==> src/rtl/shift_seq_ctrl_pkg.sv <==
// Shared definitions for the serial shift sequencer: FSM encodings and
// the legal ranges of the word width and inter-word gap.
package shift_seq_ctrl_pkg;

    typedef enum logic [1:0] {
        ST_IDLE  = 2'd0,
        ST_SHIFT = 2'd1,
        ST_GAP   = 2'd2
    } state_t;

    localparam int WIDTH_MIN = 2;
    localparam int WIDTH_MAX = 32;
    localparam int GAP_MAX   = 15;
    localparam int GAP_CNT_W = 4;

endpackage

==> src/rtl/piso_sreg.sv <==
// Parallel-in / serial-out shift register. A load takes priority over a
// shift; shifting moves data toward the output tap and fills with zero.
module piso_sreg #(
    parameter int WIDTH     = 4,
    parameter bit LSB_FIRST = 1'b1
) (
    input  logic             clk,
    input  logic             reset,
    input  logic             load,
    input  logic             shift,
    input  logic [WIDTH-1:0] pdin,
    output logic             sout
);

    logic [WIDTH-1:0] sreg_reg;
    logic [WIDTH-1:0] sreg_shifted;

    // Per-bit shifted value: each bit takes its neighbour on the far side
    // of the tap; the bit furthest from the tap is filled with zero.
    generate
        for (genvar gi = 0; gi < WIDTH; gi++) begin : g_bit
            if (LSB_FIRST) begin : g_lsb
                if (gi == WIDTH - 1) begin : g_fill
                    assign sreg_shifted[gi] = 1'b0;
                end else begin : g_move
                    assign sreg_shifted[gi] = sreg_reg[gi+1];
                end
            end else begin : g_msb
                if (gi == 0) begin : g_fill
                    assign sreg_shifted[gi] = 1'b0;
                end else begin : g_move
                    assign sreg_shifted[gi] = sreg_reg[gi-1];
                end
            end
        end
    endgenerate

    assign sout = LSB_FIRST ? sreg_reg[0] : sreg_reg[WIDTH-1];

    // Shift register state: reset clears, load captures, shift advances.
    always_ff @(posedge clk) begin
        if (reset) begin
            sreg_reg <= '0;
        end else if (load) begin
            sreg_reg <= pdin;
        end else if (shift) begin
            sreg_reg <= sreg_shifted;
        end
    end

endmodule

==> src/rtl/shift_seq_ctrl.sv <==
// Serial shift sequencer: accepts a word on a valid/ready handshake,
// shifts it out one bit per unheld cycle, then idles for GAP cycles.
module shift_seq_ctrl
    import shift_seq_ctrl_pkg::*;
#(
    parameter int WIDTH     = 4,
    parameter int GAP       = 1,
    parameter bit LSB_FIRST = 1'b1
) (
    input  logic             clk,
    input  logic             reset,
    input  logic [WIDTH-1:0] din,
    input  logic             din_valid,
    output logic             din_ready,
    input  logic             hold,
    output logic             sout,
    output logic             sout_valid,
    output logic             busy,
    output logic             done
);

    localparam int CNT_W = $clog2(WIDTH);
    localparam logic [CNT_W-1:0]     LAST_BIT = CNT_W'(WIDTH - 1);
    // Terminal gap count; only meaningful when GAP > 0.
    localparam logic [GAP_CNT_W-1:0] GAP_LAST = (GAP > 0) ? GAP_CNT_W'(GAP - 1) : '0;

    state_t               state_reg,   state_next;
    logic [CNT_W-1:0]     bit_cnt_reg, bit_cnt_next;
    logic [GAP_CNT_W-1:0] gap_cnt_reg, gap_cnt_next;
    logic                 sreg_load;
    logic                 sreg_shift;
    logic                 sreg_tap;

    piso_sreg #(
        .WIDTH     (WIDTH),
        .LSB_FIRST (LSB_FIRST)
    ) u_sreg (
        .clk   (clk),
        .reset (reset),
        .load  (sreg_load),
        .shift (sreg_shift),
        .pdin  (din),
        .sout  (sreg_tap)
    );

    // The tap is only presented while shifting; elsewhere the line is quiet.
    assign sout = (state_reg == ST_SHIFT) && sreg_tap;

    // State and counter registers.
    always_ff @(posedge clk) begin
        if (reset) begin
            state_reg   <= ST_IDLE;
            bit_cnt_reg <= '0;
            gap_cnt_reg <= '0;
        end else begin
            state_reg   <= state_next;
            bit_cnt_reg <= bit_cnt_next;
            gap_cnt_reg <= gap_cnt_next;
        end
    end

    // Next-state, counter updates and handshake/strobe outputs.
    always_comb begin
        state_next   = state_reg;
        bit_cnt_next = bit_cnt_reg;
        gap_cnt_next = gap_cnt_reg;
        sreg_load    = 1'b0;
        sreg_shift   = 1'b0;
        din_ready    = 1'b0;
        sout_valid   = 1'b0;
        done         = 1'b0;
        busy         = 1'b1;

        case (state_reg)
            ST_IDLE: begin
                din_ready = 1'b1;
                busy      = 1'b0;
                if (din_valid) begin
                    sreg_load    = 1'b1;
                    bit_cnt_next = '0;
                    state_next   = ST_SHIFT;
                end
            end

            ST_SHIFT: begin
                sout_valid = !hold;
                if (!hold) begin
                    sreg_shift = 1'b1;
                    if (bit_cnt_reg == LAST_BIT) begin
                        done = 1'b1;
                        if (GAP > 0) begin
                            gap_cnt_next = '0;
                            state_next   = ST_GAP;
                        end else begin
                            state_next   = ST_IDLE;
                        end
                    end else begin
                        bit_cnt_next = bit_cnt_reg + 1'b1;
                    end
                end
            end

            ST_GAP: begin
                if (!hold) begin
                    if (gap_cnt_reg == GAP_LAST) begin
                        state_next = ST_IDLE;
                    end else begin
                        gap_cnt_next = gap_cnt_reg + 1'b1;
                    end
                end
            end

            // Unused encoding: fall back to IDLE on the next edge.
            default: begin
                state_next = ST_IDLE;
            end
        endcase
    end

endmodule

==> config.mk <==
export PLATFORM = sky130hd
export DESIGN_NAME = shift_seq_ctrl
export DESIGN_NICKNAME = d
export VERILOG_FILES = /design/src/rtl/shift_seq_ctrl_pkg.sv /design/src/rtl/piso_sreg.sv /design/src/rtl/shift_seq_ctrl.sv
export SDC_FILE = /design/constraint.sdc
export NUM_CORES = 1
export LEC_CHECK = 0
export ABC_CLOCK_PERIOD_IN_PS = 1260
export CORE_MARGIN = 4
export CORE_UTILIZATION = 47
export CTS_BUF_LIST = sky130_fd_sc_hd__clkbuf_8
export CTS_CLUSTER_DIAMETER = 80
export CTS_CLUSTER_SIZE = 25
export DETAILED_ROUTE_END_ITERATION = 10
export GPL_TIMING_DRIVEN = 0
export HOLD_SLACK_MARGIN = 0.15
export PLACE_DENSITY = 0.77
export SYNTH_ARGS = -nofsm -noshare
export SYNTH_HDL_FRONTEND = slang
export SYNTH_SLANG_ARGS = --single-unit
export TNS_END_PERCENT = 1
==> constraint.sdc <==
create_clock -name clk -period 1.26 [get_ports clk]
set_input_delay 0.252 -clock clk [delete_from_list [all_inputs] [get_ports clk]]
set_output_delay 0.252 -clock clk [all_outputs]
set_load 0.05 [all_outputs]
== Word level (Yosys, flattened, before mapping) ==
Index checks and enable logic that the tools add are counted.

* Bits in registers: 12
* Output and inout port bits: 5
* Logic and storage cells: 53

* Add/sub/neg operators: 2
* Equality and inequality tests: 10
* Multiplexer cells: 27
* Reduce and logical (&&, ||, !) cells: 10

{| class="wikitable"
|+ Operators with widths
! kind !! number
|-
| two-way mux 4 bit || 6
|-
| two-way mux 2 bit || 8
|-
| != test 2 bit, second input constant || 6
|-
| two-way mux 1 bit || 10
|-
| AND reduction 5 bit || 2
|-
| one-hot mux 4 bit (2 select lines) || 1
|-
| one-hot mux 2 bit (3 select lines) || 1
|-
| nonzero test 2 bit || 3
|-
| adder 4 x 1 -> 4 bit, second input constant || 1
|-
| equality test 2 bit, second input constant || 2
|-
| logical NOT 4 bit || 1
|-
| one-hot mux 2 bit (2 select lines) || 1
|-
| AND reduction 4 bit || 1
|-
| adder 2 x 1 -> 2 bit, second input constant || 1
|-
| equality test 2 x 1 -> 1 bit, second input constant || 1
|-
| logical NOT 2 bit || 1
|-
| != test 2 x 1 -> 1 bit, second input constant || 1
|-
| logical AND 1 bit || 1
|-
| logical NOT 1 bit || 1
|}

== Depth between registers and ports, before layout ==
* Depth in word-level cells: 4
* Mapped depth: 5

== Modules after synthesis ==
A second synthesis with hierarchy kept.

* Cells, all modules: 72
* Area, all modules: 655.6 sq um

{| class="wikitable"
|+ Modules (own cells, without submodules)
! module !! instances !! cells an instance !! area each (sq um) !! seq. area each (sq um)
|-
| shift_seq_ctrl || 1 || 55 || 483.0 || 160.2
|-
| piso_sreg || 1 || 17 || 172.7 || 80.1
|}

== Worst setup path after synthesis ==
Ideal clock, no wire load.

* Path type: register -> register
* Start: reg state_reg[1]
* End: reg u_sreg.sreg_reg[2]
* Setup time: 0.091 ns
* Arrival time: 1.464 ns
* Path slack: -0.295 ns
* Stages on the path, launching flop included: 6
* Path buffers: 1
* Clock period less this slack: 1.555 ns
* Cell sequence: dfxtp_1 > or3b_1 > buf_2 > inv_1 > nand2_1 > a311oi_1

* Cells in the longest elaborated chain, start to end: 3
* Elaborated cells between the ends (all ways): 6

{| class="wikitable"
|+ Ends and longest elaborated chain
! item !! line !! source
|-
| from (decl) || shift_seq_ctrl.sv:27 || <nowiki>state_t state_reg, state_next;</nowiki>
|-
| from (signal assigned) || shift_seq_ctrl.sv:56 || <nowiki>state_reg <= state_next;</nowiki>
|-
| equality test 2 x 1 -> 1 bit / logical NOT 2 bit (equally long branches) || shift_seq_ctrl.sv:74 || <nowiki>case (state_reg)</nowiki>
|-
| two-way mux 1 bit || shift_seq_ctrl.sv:74 ||
|-
| nonzero test 2 bit (no line) / two-way mux 4 bit (equally long branches) || n/a ||
|-
| to (signal assigned) || piso_sreg.sv:45 || <nowiki>sreg_reg <= pdin;</nowiki>
|-
| to (signal assigned) || piso_sreg.sv:47 || <nowiki>sreg_reg <= sreg_shifted;</nowiki>
|-
| to (decl) || piso_sreg.sv:15 || <nowiki>logic [WIDTH-1:0] sreg_reg;</nowiki>
|}

Several ways; a longest one is shown, not always the timed one.
A chain may end at the register's enable or synchronous reset.

== Worst setup path in the final report ==
* Start: reg state_reg[0]
* End: out sout_valid

* Cells in the longest elaborated chain, start to end: 2

{| class="wikitable"
|+ Ends and longest elaborated chain
! item !! line !! source
|-
| equality test 2 x 1 -> 1 bit || shift_seq_ctrl.sv:74 ||
|-
| two-way mux 1 bit || shift_seq_ctrl.sv:74 ||
|-
| to (decl) || shift_seq_ctrl.sv:17 || <nowiki>output logic sout_valid,</nowiki>
|}

Every way passes these cells.

==> results_dict.tcl <==
set metrics [dict create \
    place.port_buffers 12 \
    die_x_um 45.5 \
    synth_edf_count 0 \
    dieHeight_um 45.5 \
    synth-main-ff-cell "dfxtp_1" \
    finalNonFillerCells 109 \
    yosysUniqueCellTypes 32 \
    timing.hold.ws_ns 0.466 \
    drt_first_pass_iters 4 \
    cts_hold_buf 0 \
    hold_violations 0 \
    worst_setup_path_end_kind "primary output" \
    drt-initial-drc-count 17 \
    cts_made_buffers 3 \
    hp-class "flip-flop to flip-flop" \
    postSynthAreaPerCell_um2 8.83 \
    wl_per_cell_um 15.0 \
    setup_ws_ns -0.270 \
    drv_cap 0 \
    synth_area_um2 662 \
    synth_area_leader_cell "dfxtp_1" \
    fin_nets 106 \
    slew_headroom 0.659 \
    drive_gt1_frac 0.362 \
    period_minus_slack_ns 1.53 \
    clk_pin_slew_ns 0.06 \
    cp.required_ns 1.01 \
    status "finished with violations" \
    synth-seq-cells 12 \
    violations "negative setup slack" \
    grt-ovfl-total 0 \
    die_area_um2 2070 \
    cts_tree "built" \
    drv_slew 0 \
    grt_pass1_vias 571 \
    dp_hpwl_um 958 \
    start_util 0.502 \
    worstHoldStart "u_sreg.sreg_reg[0]" \
    coreArea_um2 1320 \
    htreeDepth 1 \
    via_per_inst 5.83 \
    drc_errors 0 \
    vias 635 \
    async_reset_ff_frac 0 \
    worst-slew-pin-transition_ns 0.511 \
    period_share 1.21 \
    p_leak_nw 0.352 \
    ys_warn_count 0 \
    synth_nets 86 \
    grt_pass1_wl_um 2710 \
    grt_max_degree 11 \
    finalWeightedCongestion 0.755 \
    dpl.cell_count 102 \
    setup_violations 16 \
    antenna_found_initial 0 \
    p_per_area_nw_per_um2 1030 \
    num_antenna_cells 0 \
    cp-start-kind "flip-flop" \
    clockBufferDepth 2 \
    crit_path_start "state_reg[0]" \
    synth_common_cells "12 x dfxtp_1, 6 x inv_1, 5 x a21oi_1, 5 x nand2b_1" \
    ioPinCount 13 \
    ys_seq_area_frac 0.363 \
    synthTopCellsByArea "dfxtp_1 36%, ha_1 5.7%, nand2b_1 4.7%" \
    r2r_setup_slack_ns -0.25 \
    post-place-ws_ns -1.20 \
    critPathMaxFanout 3 \
    yosysMostFrequentCell "dfxtp_1" \
    area_growth_pct 48.2 \
    gr-usage-all-layers 0.186 \
    cts_sinks 12 \
    crit_type "flip-flop to primary output" \
    ant_nets 0 \
    yosysTopAreaCellShare 0.363 \
    insertion_delay_ns 0.24 \
    fin_util 0.745 \
    irDropWorstVdd_uv 692 \
    timing.rr.start "state_reg[0]" \
    cts-root-buf "clkbuf_8" \
    arrival_ns 1.28 \
    routed_wirelength_um 1640 \
    finClkSkew_ns 0.00189 \
    synthCells 75 \
    rows 13 \
    rsz0062_at_grt "true" \
    max_clock_freq_ghz 0.654 \
]
layer usage:
layer / wire [um] / GRT usage / part of all wire / vias to the layer above
met1: 757 / 0.246 / 0.46 / 295
met3: 117 / 0.0632 / 0.071 / 2
met5: 0 / 0 / 0 / -
li1: - / - / - / 312
met4: 19 / 0.0526 / 0.012 / 0
met2: 742 / 0.284 / 0.45 / 26
cell usage in the layout (no fill, tap or decap), types with 2 or more instances in the layout:
cell type,count
or3b_2,2
or3b_1,2
clkinvlp_4,2
buf_4,4
clkbuf_8,4
inv_1,4
nand3_1,4
nand2b_1,5
dfxtp_1,8
nor3b_1,2
dfxtp_2,4
nand2_1,4
buf_6,5
buf_8,2
ha_1,2
a21oi_1,4
a22oi_1,2
clkdlybuf4s50_1,6
a311oi_1,2
logic make-up after synthesis:
| family | count (synthesis) | share of synthesized area |
|---|---|---|
| AOI/OAI and AO/OA | 19 | 0.195 |
| adders and majority gates | 3 | 0.0567 |
| buffers and inverters | 10 | 0.0662 |
| DFF | 12 | 0.363 |
| muxes | 1 | 0.0151 |
| and+or+nand+nor | 30 | 0.304 |
power breakdown:
group | internal [W] | total [W] | switching, W
Clock | 0.000277 | 0.000428 | 0.000151
Combinational | 0.0000845 | 0.000177 | 0.0000926
Sequential | 0.000395 | 0.000404 | 0.00000907
stage by stage:
stage / power, W / TNS [ns] / instance area, um2
2_1_floorplan: 0.000500 / -0.640 / 679
3_3_place_gp: 0.000551 / -8.26 / 818
3_5_place_dp: 0.000554 / -8.53 / 818
4_1_cts: 0.00101 / -2.19 / 948
5_1_grt: 0.00106 / -3.13 / 981
6_report: 0.00101 / -2.26 / 981
timing repair:
item                                    CTS  global route
gates cloned                              0             0
pin swaps                                 4             1
buffers inserted                          3             0
resized for setup                        47             9
endpoints found under the setup margin   16            17
layout make-up:
type                       instances  area, um2
multi-input combinational         53        442
fill                              92        337
sequential                        12        245
timing repair buffer              15        160
clock buffer                       4       55.1
buffer                             4       30.0
inverter                           6       30.0
tap                               15       18.8
path summary, 6_finish.rpt:
kind                        endpoint  cells after the start
hold / removal    u_sreg.sreg_reg[0]                      2
hold reg to reg   u_sreg.sreg_reg[0]                      2
setup reg to reg      bit_cnt_reg[0]                      5
setup / recovery          sout_valid                      4
critical path, cell delays in order, from the launching register on:
cell and delay, ns:
dfxtp_2 0.33, or3b_1 0.36, buf_6 0.14, clkinvlp_4 0.07, buf_8 0.14
(Power assumes the default switching activity.)
